**src/rtl/aes_cmd_issue.sv**
```systemverilog
// aes_cmd_issue: command FIFO plus single-outstanding issue FSM in front of the AES round controller.
// Optional watchdog on the WAIT state (adds err_o): define AES_ISSUE_TIMEOUT_EN.
package aes_pkg;
    typedef enum logic [2:0] {
        NOOP            = 3'd0,
        AESENC          = 3'd1,
        AESENCLAST      = 3'd2,
        AESKEYGENASSIST = 3'd3,
        AESDEC          = 3'd4,
        AESDECLAST      = 3'd5,
        AESIMC          = 3'd6,
        AESRSVD         = 3'd7
    } opcode;
endpackage

module aes_cmd_issue
    import aes_pkg::*;
#(
    parameter int DEPTH          = 4,
    parameter int TIMEOUT_CYCLES = 16
) (
    input  logic         clk,
    input  logic         nrst,
    input  logic         cmd_valid_i,
    output logic         cmd_ready_o,
    input  opcode        cmd_op_i,
    input  logic [127:0] cmd_state_i,
    input  logic [127:0] cmd_key_i,
    input  logic [7:0]   cmd_rcon_i,
    output logic         start_o,
    output opcode        opcode_o,
    output logic [127:0] state_o,
    output logic [127:0] key_o,
    output logic [7:0]   rcon_o,
    input  logic         cipher_ready_i,
    input  logic         key_ready_i,
    input  logic [127:0] result_i,
    output logic         res_valid_o,
    input  logic         res_ready_i,
    output logic [127:0] res_data_o,
    output opcode        res_op_o,
    output logic         busy_o
`ifdef AES_ISSUE_TIMEOUT_EN
    ,
    output logic         err_o
`endif
);
    localparam int PW = $clog2(DEPTH);

    localparam logic [1:0] ST_IDLE  = 2'd0;
    localparam logic [1:0] ST_ISSUE = 2'd1;
    localparam logic [1:0] ST_WAIT  = 2'd2;
    localparam logic [1:0] ST_RESP  = 2'd3;

    typedef struct packed {
        opcode        op;
        logic [127:0] state;
        logic [127:0] key;
        logic [7:0]   rcon;
    } cmd_t;

    cmd_t          mem_q [DEPTH];
    cmd_t          mem_d [DEPTH];
    logic [PW-1:0] wr_ptr_q, wr_ptr_d;
    logic [PW-1:0] rd_ptr_q, rd_ptr_d;
    logic [PW:0]   count_q, count_d;
    logic [1:0]    fsm_q, fsm_d;
    cmd_t          cur_q, cur_d;
    logic [127:0]  res_data_q, res_data_d;
    opcode         res_op_q, res_op_d;

    logic op_legal;
    logic do_write;
    logic do_pop;
    logic done_hit;

    assign cmd_ready_o = (count_q != (PW+1)'(DEPTH));
    assign op_legal    = (cmd_op_i == AESENC) || (cmd_op_i == AESENCLAST) ||
                         (cmd_op_i == AESKEYGENASSIST);
    // Illegal opcodes complete the handshake but are dropped here.
    assign do_write    = cmd_valid_i && cmd_ready_o && op_legal;
    assign do_pop      = (fsm_q == ST_IDLE) && (count_q != '0);
    assign done_hit    = (cur_q.op == AESKEYGENASSIST) ? key_ready_i : cipher_ready_i;

    always_comb begin
        mem_d    = mem_q;
        wr_ptr_d = wr_ptr_q;
        rd_ptr_d = rd_ptr_q;
        count_d  = count_q;
        cur_d    = cur_q;
        if (do_write) begin
            mem_d[wr_ptr_q] = '{op: cmd_op_i, state: cmd_state_i, key: cmd_key_i, rcon: cmd_rcon_i};
            wr_ptr_d        = wr_ptr_q + PW'(1);
        end
        if (do_pop) begin
            cur_d    = mem_q[rd_ptr_q];
            rd_ptr_d = rd_ptr_q + PW'(1);
        end
        case ({do_write, do_pop})
            2'b10:   count_d = count_q + (PW+1)'(1);
            2'b01:   count_d = count_q - (PW+1)'(1);
            default: count_d = count_q;
        endcase
    end

`ifdef AES_ISSUE_TIMEOUT_EN
    localparam int TW = $clog2(TIMEOUT_CYCLES + 1);
    logic [TW-1:0] tmo_q, tmo_d;
    logic          err_q, err_d;
    assign err_o = err_q;
`endif

    always_comb begin
        fsm_d      = fsm_q;
        res_data_d = res_data_q;
        res_op_d   = res_op_q;
`ifdef AES_ISSUE_TIMEOUT_EN
        tmo_d      = tmo_q;
        err_d      = err_q;
`endif
        case (fsm_q)
            ST_IDLE:  if (count_q != '0) fsm_d = ST_ISSUE;
            ST_ISSUE: begin
                fsm_d = ST_WAIT;
`ifdef AES_ISSUE_TIMEOUT_EN
                tmo_d = '0;
`endif
            end
            ST_WAIT: begin
                if (done_hit) begin
                    res_data_d = result_i;
                    res_op_d   = cur_q.op;
                    fsm_d      = ST_RESP;
                end
`ifdef AES_ISSUE_TIMEOUT_EN
                // Give up silently after TIMEOUT_CYCLES WAIT cycles; only err_o records it.
                else if (tmo_q == TW'(TIMEOUT_CYCLES - 1)) begin
                    err_d = 1'b1;
                    fsm_d = ST_IDLE;
                end else begin
                    tmo_d = tmo_q + TW'(1);
                end
`endif
            end
            ST_RESP:  if (res_ready_i) fsm_d = ST_IDLE;
            default:  fsm_d = ST_IDLE;
        endcase
    end

    always_ff @(posedge clk or negedge nrst) begin
        if (!nrst) begin
            for (int i = 0; i < DEPTH; i++) mem_q[i] <= '0;
            wr_ptr_q   <= '0;
            rd_ptr_q   <= '0;
            count_q    <= '0;
            fsm_q      <= ST_IDLE;
            cur_q      <= '0;
            res_data_q <= '0;
            res_op_q   <= NOOP;
`ifdef AES_ISSUE_TIMEOUT_EN
            tmo_q      <= '0;
            err_q      <= 1'b0;
`endif
        end else begin
            mem_q      <= mem_d;
            wr_ptr_q   <= wr_ptr_d;
            rd_ptr_q   <= rd_ptr_d;
            count_q    <= count_d;
            fsm_q      <= fsm_d;
            cur_q      <= cur_d;
            res_data_q <= res_data_d;
            res_op_q   <= res_op_d;
`ifdef AES_ISSUE_TIMEOUT_EN
            tmo_q      <= tmo_d;
            err_q      <= err_d;
`endif
        end
    end

    assign start_o     = (fsm_q == ST_ISSUE);
    assign res_valid_o = (fsm_q == ST_RESP);
    assign busy_o      = (fsm_q != ST_IDLE);
    assign opcode_o    = cur_q.op;
    assign state_o     = cur_q.state;
    assign key_o       = cur_q.key;
    assign rcon_o      = cur_q.rcon;
    assign res_data_o  = res_data_q;
    assign res_op_o    = res_op_q;

endmodule

```
**config.mk**
```make
export PLATFORM = sky130hd
export DESIGN_NAME = aes_cmd_issue
export DESIGN_NICKNAME = d
export VERILOG_FILES = /design/src/rtl/aes_cmd_issue.sv
export SDC_FILE = /design/constraint.sdc
export NUM_CORES = 2
export LEC_CHECK = 0
export CORE_UTILIZATION = 38
export CTS_CLUSTER_DIAMETER = 200
export CTS_CLUSTER_SIZE = 30
export DETAILED_ROUTE_END_ITERATION = 6
export GPL_TIMING_DRIVEN = 0
export HOLD_SLACK_MARGIN = 0.02
export SYNTH_ARGS = -nofsm -noshare
export SYNTH_HDL_FRONTEND = slang
export SYNTH_SLANG_ARGS = --single-unit
```
**constraint.sdc**
```tcl
create_clock -name clk -period 2.75 [get_ports clk]
set_input_delay 0.4125 -clock clk [delete_from_list [all_inputs] [get_ports clk]]
set_output_delay 0.4125 -clock clk [all_outputs]
set_load 0.01 [all_outputs]
```
==> impl_results.md <==
- Ys flop type: dfrtp_1
- Worst-Margin Slew: 1.03 ns
- Most used cell, CP: inv_1
- Top cells by area, synth: dfrtp_1, mux2_2, mux4_2
- Worst-path clk slew: 0.12 ns
- #FFs+latches synth: 1475
- FF-to-FF path depth: 6
- Fillers: 14500
- Net Count, Synth: 4466
- Power Density: 1120 nW/um^2
- Hold_ws: -0.405 ns
- Core ar.: 161000 sq um
- Routability cong.: 0.797
- Wire per inst: 22.9 microns
- CTS sink cnt: 1475
- Final period util: 95.3%
- Cts bufs inserted: 55
- Vias in the first global route: 37700
- Total of max-cap violations: 0
- Critical-path cell list: inv_1 -> ha_4 -> inv_1 -> clkdlybuf4s50_1
- Number of H-tree levels: 2
- Crit path DAT: 2.21 ns
- Die Wd: 405 microns
- Syn_area_per_cell: 15.2 sq um
- Count leader, synth: dfrtp_1
- HPWL Detailed: 116000 microns
- CTS root buffer: clkbuf_16
- Switch share: 32.5%
- Via count: 35600
- Dpl cell area: 72700 sq um
- Critical Path Sink Type: primary output
- Async SR Flop Fraction: 100%
- Worst-Skew Late Latency: 0.74 ns
- Drc violations: 0
- Largest net degree at the start of global routing: 168
- Clk buf depth: 3
- Slew margin rel.: 31.3%
- Congestion Overflow GR: 0
- Vias per cell: 5.01
- Setup Crit Path Kind: flop to primary output
- Initial antenna violation count: 47
- FP Rows: 147
- Routed WL: 163000 microns
- Combinational share of power: 42.7%
- Skew final: 0.0632 ns
- Synth cell count leaders: dfrtp_1, mux2_2, nand2_1, mux4_2, buf_6
- Post-place setup slack: -0.854 ns
- Die Y: 405 microns
- Clk pwr share: 12.6%
- Final min period: 2.62 ns
- Area grow syn2layout: 20.5%
- NetSw: 27100 uW
- Initial DRC count: 1889
- IO Count: 803
- Post-synth EDFFs: 0
- Layout cells sized above 1: 33.6%
- Maximum VDD drop: 614 uV
- ANT nets after route: 0
- Starting Density: 38.4%
- Setup WS post-layout: 0.130 ns
- CP max FO: 6
- Int Pwr: 56300 uW
- Yosys top cell by area: dfrtp_1
- Post-synth top area share: 59.8%
- IO Port Bufs: 802
- Seq pwr share: 44.7%
- GRT Total Usage: 19.8%
- Fin nets: 5340
- Max stage delay on crit path: 0.57 ns
- Final setup violation count: 0
- Crit start category: flop
- CP required: 2.34 ns
- DRT Pass-1 Iters: 5
- CTS tree: done
- Leak Pwr: 0.0327 uW
- Worst hold-check path type: primary input to asynchronous set/reset pin
- Failing checks: hold timing
- Max-slew violation count: 0
- Synthesized cell area: 61700 sq um
- Sequential share of the synthesized area: 59.8%
- Global-route wire length before repair: 246000 microns
- Final hold viol count: 136
- F_max: 0.382 GHz
- Worst-path cell with the longest stage delay: clkdlybuf4s50_1
- Setup repair after global routing missed its margin: false
- Fin area: 74400 sq um
- Syn. warnings: 0
- Synth cell types: 36
- Die Area: 164000 sq um
- Mapped Cells: 4054
- Status: finished with violations
[stage by stage]
step	util [%]	cells	setup TNS, ns	hold slack (ns)	power (uW)
after global placement	45.0	7016	-	0.458	73300
after floorplan	-	4054	0	0.117	59400
after CTS	46.2	7090	0	-0.358	84700
after detailed placement	45.2	7025	-220.05	0.461	74000
after global routing	46.2	7101	0	-0.365	89000
final	46.2	7106	0	-0.405	83400
[layout by cell type (no fill, tap or decap), types with 2 or more instances in the layout]
master and count:
nand4_4 4, xnor2_1 4, nand2_1 805, clkbuf_4 6, mux4_2 267, buf_1 5, o21ai_0 2, nand3b_1 2
clkbuf_16 57, ha_1 9, clkbuf_2 17, and2_1 4, buf_2 61, xor2_1 2, dfrtp_1 1475, buf_16 10
mux2_1 80, clkdlybuf4s50_1 800, nor2b_1 2, nand2b_1 3, mux2i_1 2, buf_6 104, clkbuf_1 56, buf_4 8
inv_1 9, diode_2 16, mux2_2 1117
[repair_timing]
item | CTS | global route
setup endpoints to repair | 226 | 10
pin swaps | 1 | 0
cloned | 0 | 0
gates resized for setup | 30 | 10
hold endpoints to repair | 136 | 136
buffers inserted | 6 | 0
[power groups by stage]
stage	registers (uW)	logic, uW	clock network, uW
6_report	37300	35600	10500
3_3_place_gp	38000	35300	0
2_1_floorplan	37500	21900	0
3_5_place_dp	37800	36200	0
5_1_grt	38600	38700	11600
4_1_cts	37300	36400	11000
[path summary, 6_finish.rpt]
kind	from	endpoint	slack, ns
max	fsm_q[1]	busy_o	0.13
min	nrst	res_data_o[19]	-0.40
max reg2reg	rd_ptr_q[1]	key_o[125]	0.14
min reg2reg	key_o[111]	key_o[111]	0.48
max in group asynchronous	nrst	mem_q[106]	0.53
min in group clk	result_i[28]	res_data_o[28]	0.29
[cells by family after synthesis]
group | count (synthesis) | share of synthesized area [%]
xor+xnor | 6 | 0.0851
fa+ha+maj | 11 | 0.235
mux | 1466 | 31.6
simple gates | 829 | 5.25
buf+inv | 261 | 2.98
compound gates | 6 | 0.0689
flops | 1475 | 59.8
[flip-flops by register name, summed over array words and instances (netlist names)]
name / count
mem_q: 1068
key_o: 128
res_data_o: 128
state_o: 128
rcon_o: 8
count_q: 3
opcode_o: 3
res_op_o: 3
fsm_q: 2
rd_ptr_q: 2
wr_ptr_q: 2
[area by class of cell]
class                      instances  area [sq um]  area share [%]
antenna                           16          40.0          0.0538
buffer                           251          1850            2.49
clock buffer                      57          1430            1.92
clock inverter                     2          50.0          0.0673
inverter                          10          40.0          0.0538
multi-input combinational       2318         23000            30.9
sequential                      1475         36900            49.6
tap                             2160          2700            3.63
timing repair buffer             817          8340            11.2
[routing by layer]
| layer | global-route usage (%) | vias to the layer above | wire (microns) |
|---|---|---|---|
| met5 | 0 | - | 229 |
| met4 | 4.32 | 34 | 3280 |
| met3 | 3.63 | 167 | 7680 |
| met2 | 33.6 | 586 | 81500 |
| met1 | 26.5 | 18900 | 70400 |
| li1 | - | 15900 | - |
[critical path: cells and delay by family (launching register included)]
kind                     cells  cell delay (ns)
buffers and inverters        3             0.81
adder cells (fa/ha/maj)      1             0.21
flip-flops                   1             0.46
No activity file was read; power rests on OpenSTA's default activity.
